<file path="config.mk">
export PLATFORM = sky130hd
export DESIGN_NAME = rename_port_arbiter
export DESIGN_NICKNAME = d
export VERILOG_FILES = /design/src/rtl/rename_pkg.sv /design/src/rtl/retire_fifo.sv /design/src/rtl/rename_port_arbiter.sv
export SDC_FILE = /design/constraint.sdc
export NUM_CORES = 1
export LEC_CHECK = 0
export BUFFER_PORTS_ARGS = -buffer_cell sky130_fd_sc_hd__buf_2
export CORE_MARGIN = 2
export CORE_UTILIZATION = 42
export DETAILED_ROUTE_END_ITERATION = 10
export PLACE_DENSITY = 0.63
export SYNTH_ARGS = -nofsm -noshare
export SYNTH_HDL_FRONTEND = slang
export SYNTH_SLANG_ARGS = --single-unit
</file>
<file path="constraint.sdc">
create_clock -name clk -period 2.49 [get_ports clk]
set_clock_uncertainty 0.15 [all_clocks]
set_input_delay 0.249 -clock clk [delete_from_list [all_inputs] [get_ports clk]]
set_output_delay 0.249 -clock clk [all_outputs]
set_load 0.01 [all_outputs]
</file>
<file path="src/rtl/rename_pkg.sv">
// Shared widths, register-file sizes and the grant-select encoding for the
// rename port arbiter.
package rename_pkg;
    localparam int ARCH_W   = 5;
    localparam int PHYS_W   = 6;
    localparam int NUM_PHYS = 64;
    localparam int NUM_ARCH = 32;

    typedef enum logic [1:0] {
        SEL_NONE,
        SEL_ISSUE,
        SEL_RETIRE
    } sel_e;
endpackage

</file>
<file path="src/rtl/retire_fifo.sv">
// Small circular FIFO holding physical tags waiting to be returned to the
// free pool. Push/pop are self-guarded against full/empty.
module retire_fifo #(
    parameter int RQ_DEPTH = 4,
    parameter int W        = 6,
    parameter int CNT_W    = $clog2(RQ_DEPTH + 1)
) (
    input  logic             clk,
    input  logic             reset,
    input  logic             push,
    input  logic             pop,
    input  logic [W-1:0]     din,
    output logic [W-1:0]     dout,
    output logic [CNT_W-1:0] count,
    output logic             full,
    output logic             empty
);
    localparam int AW = (RQ_DEPTH > 1) ? $clog2(RQ_DEPTH) : 1;
    localparam logic [AW-1:0] LAST = AW'(RQ_DEPTH - 1);

    logic [W-1:0]     r_mem [RQ_DEPTH];
    logic [AW-1:0]    r_wr_ptr;
    logic [AW-1:0]    r_rd_ptr;
    logic [CNT_W-1:0] r_cnt;
    logic             w_do_push;
    logic             w_do_pop;

    assign full      = (r_cnt == CNT_W'(RQ_DEPTH));
    assign empty     = (r_cnt == '0);
    assign count     = r_cnt;
    assign dout      = r_mem[r_rd_ptr];
    assign w_do_push = push & ~full;
    assign w_do_pop  = pop & ~empty;

    always_ff @(posedge clk) begin
        if (reset) begin
            r_wr_ptr <= '0;
            r_rd_ptr <= '0;
            r_cnt    <= '0;
        end else begin
            if (w_do_push) begin
                r_mem[r_wr_ptr] <= din;
                r_wr_ptr        <= (r_wr_ptr == LAST) ? '0 : r_wr_ptr + 1'b1;
            end
            if (w_do_pop)
                r_rd_ptr <= (r_rd_ptr == LAST) ? '0 : r_rd_ptr + 1'b1;
            if (w_do_push && !w_do_pop)
                r_cnt <= r_cnt + 1'b1;
            else if (w_do_pop && !w_do_push)
                r_cnt <= r_cnt - 1'b1;
        end
    end
endmodule

</file>
<file path="src/rtl/rename_port_arbiter.sv">
// Arbitrates the single rename port between instruction issue and register
// retirement, tracking the free physical register count.
module rename_port_arbiter #(
    parameter int NUM_PHYS   = rename_pkg::NUM_PHYS,
    parameter int NUM_ARCH   = rename_pkg::NUM_ARCH,
    parameter int RQ_DEPTH   = 4,
    parameter int STARVE_MAX = 3
) (
    input  logic                      clk,
    input  logic                      reset,
    input  logic                      iss_req,
    input  logic [rename_pkg::ARCH_W-1:0] iss_rd,
    input  logic [rename_pkg::ARCH_W-1:0] iss_rs1,
    input  logic [rename_pkg::ARCH_W-1:0] iss_rs2,
    output logic                      iss_gnt,
    output logic                      iss_stall,
    input  logic                      ret_req,
    input  logic [rename_pkg::PHYS_W-1:0] ret_phys,
    output logic                      ret_rdy,
    output logic                      issue_valid,
    output logic                      retire_valid,
    output logic [rename_pkg::ARCH_W-1:0] rd,
    output logic [rename_pkg::ARCH_W-1:0] rs1,
    output logic [rename_pkg::ARCH_W-1:0] rs2,
    output logic [rename_pkg::PHYS_W-1:0] retire_phys_reg,
    output logic [6:0]                free_cnt,
    output logic                      err_overflow
);
    import rename_pkg::*;

    localparam int CNT_W = $clog2(RQ_DEPTH + 1);
    localparam int SW    = $clog2(STARVE_MAX + 1);
    localparam logic [6:0] FREE_MAX = 7'(NUM_PHYS - NUM_ARCH);

    sel_e              w_sel;
    logic              w_push;
    logic              w_full;
    logic              w_empty;
    logic [CNT_W-1:0]  w_cnt;
    logic [PHYS_W-1:0] w_head;

    logic              r_iss_v;
    logic              r_ret_v;
    logic [ARCH_W-1:0] r_rd, r_rs1, r_rs2;
    logic [PHYS_W-1:0] r_rph;
    logic [6:0]        r_free;
    logic [SW-1:0]     r_starve;
    logic              r_err;

    // Retires win once the queue is nearly full, the pool is dry, nothing
    // wants to issue, or issue has starved retirement long enough.
    always_comb begin
        w_sel = SEL_NONE;
        if (reset)
            w_sel = SEL_NONE;
        else if (w_empty) begin
            if (iss_req && r_free != '0)
                w_sel = SEL_ISSUE;
        end else if (32'(w_cnt) >= RQ_DEPTH - 1 || r_free == '0 || !iss_req ||
                     32'(r_starve) == STARVE_MAX)
            w_sel = SEL_RETIRE;
        else
            w_sel = SEL_ISSUE;
    end

    assign w_push    = ret_req & ~w_full & ~reset;
    assign iss_gnt   = (w_sel == SEL_ISSUE);
    assign iss_stall = iss_req & ~iss_gnt;
    assign ret_rdy   = ~w_full;

    retire_fifo #(.RQ_DEPTH(RQ_DEPTH), .W(PHYS_W), .CNT_W(CNT_W)) u_rq (
        .clk   (clk),
        .reset (reset),
        .push  (w_push),
        .pop   (w_sel == SEL_RETIRE),
        .din   (ret_phys),
        .dout  (w_head),
        .count (w_cnt),
        .full  (w_full),
        .empty (w_empty)
    );

    always_ff @(posedge clk) begin
        if (reset) begin
            r_iss_v  <= 1'b0;
            r_ret_v  <= 1'b0;
            r_rd     <= '0;
            r_rs1    <= '0;
            r_rs2    <= '0;
            r_rph    <= '0;
            r_free   <= FREE_MAX;
            r_starve <= '0;
            r_err    <= 1'b0;
        end else begin
            r_iss_v <= (w_sel == SEL_ISSUE);
            r_ret_v <= (w_sel == SEL_RETIRE);
            if (w_sel == SEL_ISSUE) begin
                r_rd   <= iss_rd;
                r_rs1  <= iss_rs1;
                r_rs2  <= iss_rs2;
                r_free <= r_free - 1'b1;
            end
            if (w_sel == SEL_RETIRE) begin
                r_rph <= w_head;
                if (r_free == FREE_MAX)
                    r_err <= 1'b1;
                else
                    r_free <= r_free + 1'b1;
            end
            if (ret_req && w_full)
                r_err <= 1'b1;
            if (w_sel == SEL_RETIRE || w_empty)
                r_starve <= '0;
            else if (w_sel == SEL_ISSUE && 32'(r_starve) != STARVE_MAX)
                r_starve <= r_starve + 1'b1;
        end
    end

    assign issue_valid     = r_iss_v;
    assign retire_valid    = r_ret_v;
    assign rd              = r_rd;
    assign rs1             = r_rs1;
    assign rs2             = r_rs2;
    assign retire_phys_reg = r_rph;
    assign free_cnt        = r_free;
    assign err_overflow    = r_err;
endmodule
</file>
# After elaboration in Yosys (flattened, before gate mapping)
# Memory sizes are Yosys's and may differ from the RTL's. A register that Yosys moved wholly into a read port is not among the register bits.
# Cells that the tools add are included.
dict set report totals {
  mem_bits_rw 24
  reg_bits 34
  romBits 0
  mem_count 1
  latch_bits 0
  inputBits 25
  output_inout_bits 34
  word_cells 74
}
dict set report op_classes {
  n_shift 0
  reduce_logical 20
  add_sub_neg 7
  div 0
  mux 17
  multipliers 0
  magnitude_cmp 1
  n_eq_ne 8
  bitwise 9
}
# name depth width rd rd_clocked_by_memory_dff wr line
set memory_table {}
lappend memory_table {u_rq.r_mem 4 6 1 1 1 retire_fifo.sv:21} ;# logic [W-1:0] r_mem [RQ_DEPTH];
# op count
set op_table {}
lappend op_table {{7-bit 2-to-1 mux} 3}
lappend op_table {{2-bit 2-to-1 mux} 5}
lappend op_table {{2-bit == test, second input constant} 4}
lappend op_table {{7-bit by 1-bit adder with 7-bit output, second input constant} 1}
lappend op_table {{7-bit by 6-bit == test with 1-bit output, second input constant} 1}
lappend op_table {{7-bit zero test} 1}
lappend op_table {{1-bit 2-to-1 mux} 7}
lappend op_table {{7-bit nonzero test} 1}
lappend op_table {{7-bit by 1-bit subtractor with 7-bit output, second input constant} 1}
lappend op_table {{2-bit by 1-bit adder with 2-bit output, second input constant} 3}
lappend op_table {{3-bit 2-to-1 mux} 2}
lappend op_table {{2-bit nonzero test} 3}
lappend op_table {{1-bit AND} 5}
lappend op_table {{1-bit logical AND} 5}
lappend op_table {{1-bit logical OR} 4}
lappend op_table {{1-bit NOT} 4}
lappend op_table {{3-bit by 1-bit adder with 3-bit output, second input constant} 1}
lappend op_table {{3-bit == test, second input constant} 1}
lappend op_table {{3-bit by 2-bit >= comparator with 1-bit output, second input constant} 1}
lappend op_table {{1-bit zero test} 3}
lappend op_table {{3-bit zero test} 1}
lappend op_table {{3-bit by 1-bit subtractor with 3-bit output, second input constant} 1}
lappend op_table {{2-bit by 1-bit == test with 1-bit output, second input constant} 1}
lappend op_table {{2-bit inequality test, second input constant} 1}
lappend op_table {{other kinds (2)} 2}

# Logic depth before layout (Yosys ltp)
dict set report logic_depth {
  depth_word 12
  mapped_depth 13
  depth_no_buf 12
}

# By module
# From an unflattened synthesis, not the netlist that was laid out.
dict set report unflattened {
  hier_cells 258
  area_unflattened_um2 2819.0
}
# mod area_per_inst_um2 n_inst seq_area_each_um2 cells_each
set modules_own_cells {}
lappend modules_own_cells {rename_port_arbiter 1466.4 1 660.6 178}
lappend modules_own_cells {retire_fifo 1352.5 1 900.9 80}

# Least setup slack after synthesis
# Ideal clock, no wire load.
dict set report synth_path {
  kind {register to register}
  start {register r_free[0], in the netlist free_cnt[0]}
  end {register u_rq.r_cnt[2], in the netlist u_rq.count[2]}
  path_buffers 1
  t_arrival_ns 2.521
  period_less_slack_ns 2.742
  setup_time_ns 0.070
  setup_slack_ns -0.252
  required_ns 2.270
  path_stages_with_launch 14
  cell_sequence {dfxtp_1 > inv_1 > ha_1 > or4b_4 > nor3_2 > o21a_1 > buf_6 > inv_4 > ha_1 > inv_1 > fa_1 > xor2_1 > or3_1 > a21oi_1}
}
dict set report synth_via {
  elab_chain_len 12
  elab_cells_between_ends 17
  classes_between {eq/ne: 1; mux: 5; bitwise: 1; reduce/logical: 10}
}
# element line
set synth_rtl {}
lappend synth_rtl {{start: declaration} rename_port_arbiter.sv:46} ;# logic [6:0] r_free;
lappend synth_rtl {{start signal: assignment} rename_port_arbiter.sv:101} ;# r_free <= r_free - 1'b1;
lappend synth_rtl {{start signal: assignment} rename_port_arbiter.sv:108} ;# r_free <= r_free + 1'b1;
lappend synth_rtl {{7-bit zero test} rename_port_arbiter.sv:59} ;# end else if (32'(w_cnt) >= RQ_DEPTH - 1 || r_free == '0 || !iss_req ||
lappend synth_rtl {{1-bit logical OR (3 in series)} rename_port_arbiter.sv:59}
lappend synth_rtl {{2-bit 2-to-1 mux} rename_port_arbiter.sv:59}
lappend synth_rtl {{2-bit 2-to-1 mux (*)} rename_port_arbiter.sv:56} ;# else if (w_empty) begin
lappend synth_rtl {{2-bit 2-to-1 mux (*)} rename_port_arbiter.sv:54} ;# if (reset)
lappend synth_rtl {{2-bit == test (*)} rename_port_arbiter.sv:75} ;# .pop (w_sel == SEL_RETIRE),
lappend synth_rtl {{1-bit AND (*)} retire_fifo.sv:33} ;# assign w_do_pop = pop & ~empty;
lappend synth_rtl {{1-bit zero test} retire_fifo.sv:47} ;# if (w_do_push && !w_do_pop)
lappend synth_rtl {{1-bit logical AND} retire_fifo.sv:47}
lappend synth_rtl {{3-bit 2-to-1 mux or 2-bit nonzero test (tied branches)} --}
lappend synth_rtl {{end signal: assignment} retire_fifo.sv:48} ;# r_cnt <= r_cnt + 1'b1;
lappend synth_rtl {{end signal: assignment} retire_fifo.sv:50} ;# r_cnt <= r_cnt - 1'b1;
lappend synth_rtl {{end: declaration} retire_fifo.sv:24} ;# logic [CNT_W-1:0] r_cnt;
# Mark *: on every way between the ends. The rest lies on a longest branch, timed or not.
# A chain may end at the register's enable or synchronous reset.

# Final worst setup path
dict set report layout_path {
  start {register r_free[1], in the netlist free_cnt[1]}
  end {register u_rq.r_cnt[2], in the netlist u_rq.count[2]}
}
# The elaborated chain is that of the path after synthesis.

==> flow_metrics.tcl <==
set metrics [dict create \
    placed_area_um2 3320 \
    worstReg2RegStart "free_cnt[1]$_SDFF_PP0_" \
    design_area_um2 3770 \
    num_vias 2124 \
    hp-start "ret_req" \
    async_flop_share 0 \
    min_path_type "in -> reg" \
    critPathCaptureType "register" \
    routedWlPerCell_um 14.3 \
    timing.final.max_slew_violations 0 \
    die_h_um 85.3 \
    setup_slack_ns -0.0241 \
    synthesis.nets 280 \
    grt_pass1_wl_um 9920 \
    synth_top_area_share 0.289 \
    grt_max_degree 28 \
    crit_chain "inv_4 -> ha_4 -> or4b_4 -> nor3_4 -> o21a_1 -> inv_4 -> ha_4 -> inv_2 -> fa_2 -> xor2_1 -> or3_1 -> a21oi_1" \
    p_per_area_nw_per_um2 1030 \
    vias_per_cell 4.92 \
    ys_ff_latch 64 \
    synth_edf_count 24 \
    fin_nets 385 \
    max_stage_delay_ns 0.48 \
    rsz0062_at_grt "yes" \
    drt_iter0_drc 97 \
    synth.area.top_cells "dfxtp_1, edfxtp_1, mux4_2" \
    htree_num_levels 3 \
    grt_usage 0.179 \
    fin_crit_ns 2.51 \
    fp.dieArea_um2 7270 \
    antenna_found_initial 0 \
    port_buffers 58 \
    dr.pass1.iters 4 \
    crit_path_start_kind "register" \
    diodes 0 \
    largest_reg_flops 24 \
    maxSlewHeadroom 0.666 \
    crit_end "u_rq.count[2]$_SDFFE_PP0P_" \
    finalSetupViolCount 1 \
    status "finished, violations left" \
    core_area_um2 6390 \
    cts.clk_slew.worst_paths_ns 0.07 \
    cts_buffers 9 \
    cts_root_buf "clkbuf_8" \
    die_width_um 85.3 \
    fin_util 0.591 \
    final_layout_size_suffix_gt1_frac 0.352 \
    drv_cap 0 \
    crit_arrival_ns 2.63 \
    io_pins 59 \
    cts_tree "yes" \
    worst-path-max-fanout 2 \
    dpl.hpwl_um 4190 \
    tightest_slew_ns 0.500 \
    clk_latency_ns 0.33 \
    syn_inst 245 \
    avgSynthCellArea_um2 11.3 \
    fmax_mhz 398 \
    ys_seq_area_frac 0.548 \
    path_class "reg -> reg" \
    synth_area_leader_cell "dfxtp_1" \
    p_leak_uw 0.00155 \
    ant_nets 0 \
    finalHoldViolCount 0 \
    drt-total-wl_um 6200 \
    cts_sinks 64 \
    r2r-end "u_rq.count[2]$_SDFFE_PP0P_" \
    syn_area_um2 2770 \
    fin_crit_sh 1.01 \
    grt_pass1_vias 2078 \
    yosysUniqueCellTypes 45 \
    ir_worst_vdd_mv 0.617 \
    initial_core_util 0.434 \
    routabilityCongestion 0.730 \
    overflow 0 \
    violations "negative setup slack" \
    slowest_stage "or4b_4" \
    r2r_cells 12 \
    cts.path.max_buffers 2 \
    syn_to_final_growth_pct 36.0 \
    regToRegSetupSlack_ns -0.02 \
    startpoint "free_cnt[1]$_SDFF_PP0_" \
    yosys_warnings 0 \
    crit_required_ns 2.61 \
    synth-main-ff-cell "dfxtp_1" \
    num_rows 29 \
    drc 0 \
]
## cell usage after synthesis (all sizes together) (2+ instances only)
library cell,count
a311oi,2
clkbuf,4
and2,5
edfxtp,24
nor2,20
nor3,3
or3,3
ha,9
mux4,6
nand2,25
xor2,3
nand2b,18
xnor2,3
inv,9
a21oi,6
nand3b,2
mux2i,10
nand4,2
a211oi,3
o21ai,19
dfxtp,40
buf,8
nor2b,3
nand3,6
## worst min path at each step
stage / end / slack [ns] / cells after the start
final: u_rq.r_wr_ptr[1]$_SDFFE_PP0P_ / 0.07 / 3
after CTS: u_rq.r_wr_ptr[1]$_SDFFE_PP0P_ / 0.05 / 3
after global placement: rd[0]$_SDFFE_PP0N_ / 0.30 / 3
after detailed placement: rd[2]$_SDFFE_PP0N_ / 0.30 / 3
after global routing: u_rq.r_wr_ptr[1]$_SDFFE_PP0P_ / 0.07 / 3
after floorplan: u_rq.r_mem[0][0]$_DFFE_PP_ / 0.20 / 0
## worst max-delay path, delay by kind of cell (launching register included)
family,cells,cell delay (ns)
xor gates and xnor gates,1,0.07
DFF,1,0.35
buffers and inverters,3,0.17
and+or+nand+nor,3,0.92
adders and majority gates,3,0.47
AOI/OAI and AO/OA,2,0.33
## layer usage
| layer | share of wire | up-vias | global-route usage | routed length, um |
|---|---|---|---|---|
| met5 | 0 | - | 0 | 0 |
| li1 | - | 1073 | - | - |
| met4 | 0.015 | 0 | 0.0736 | 93 |
| met2 | 0.51 | 42 | 0.308 | 3190 |
| met3 | 0.026 | 9 | 0.0302 | 160 |
| met1 | 0.44 | 1000 | 0.223 | 2760 |
## cell families after synthesis
| kind of cell | count (synthesis) | share of synthesized area |
|---|---|---|
| AO/OA/AOI/OAI | 36 | 0.0834 |
| adder cells (fa/ha/maj) | 11 | 0.0514 |
| buffers and inverters | 21 | 0.0370 |
| AND/OR/NAND/NOR | 91 | 0.176 |
| flip-flops | 64 | 0.548 |
| XOR/XNOR | 6 | 0.0189 |
| multiplexers | 16 | 0.0848 |
## power breakdown
| group | switching [uW] | internal [uW] | total, uW | leakage [uW] |
|---|---|---|---|---|
| clock network | 419 | 462 | 880 | 0.0000916 |
| logic | 807 | 760 | 1570 | 0.000909 |
| registers | 134 | 1300 | 1440 | 0.000548 |
| total | 1360 | 2520 | 3880 | 0.00155 |
## cells in the final DEF (no fill, tap or decap), drive strengths merged, types with 5 or more instances in the layout
| master | instances |
|---|---|
| a21oi | 6 |
| mux2i | 10 |
| o21ai | 19 |
| nand2b | 18 |
| inv | 10 |
| nand3 | 6 |
| nor2 | 20 |
| dlygate4sd3 | 21 |
| nand2 | 25 |
| and2 | 5 |
| mux4 | 6 |
| dfxtp | 40 |
| edfxtp | 24 |
| clkbuf | 9 |
| ha | 9 |
| buf | 85 |
## what timing repair did
| item | in CTS | in global routing |
|---|---|---|
| hold endpoints to repair | 39 | 0 |
| resized for setup | 2 | 0 |
| endpoints found under the setup margin | 3 | 3 |
| cloned | 0 | 0 |
| pin swaps | 5 | 2 |
| hold buffers | 21 | 0 |
| setup buffers | 4 | 1 |
## area by class of cell
class                           count  area (um^2)
Fill cell                         548         2610
Sequential cell                    64         1530
Multi-Input combinational cell    160         1190
Timing Repair Buffer              106          716
Clock buffer                        9          124
Tap cell                           77         96.3
Clock inverter                      7         71.3
Inverter                            9         41.3
## per-stage QoR
stage | total power, uW | instances | TNS, ns | hold WS [ns] | setup slack, ns
global route | 4120 | 432 | -0.216 | 0.0739 | -0.136
finish | 3880 | 432 | -0.0241 | 0.0667 | -0.0241
global placement | 2890 | 390 | -0.0377 | 0.297 | -0.0232
CTS | 3900 | 431 | -0.0470 | 0.0508 | -0.0423
detailed placement | 2930 | 390 | -0.163 | 0.301 | -0.0890
floorplan | 2400 | 245 | -0.224 | 0.198 | -0.115
No activity file was read; power rests on OpenSTA's default activity.
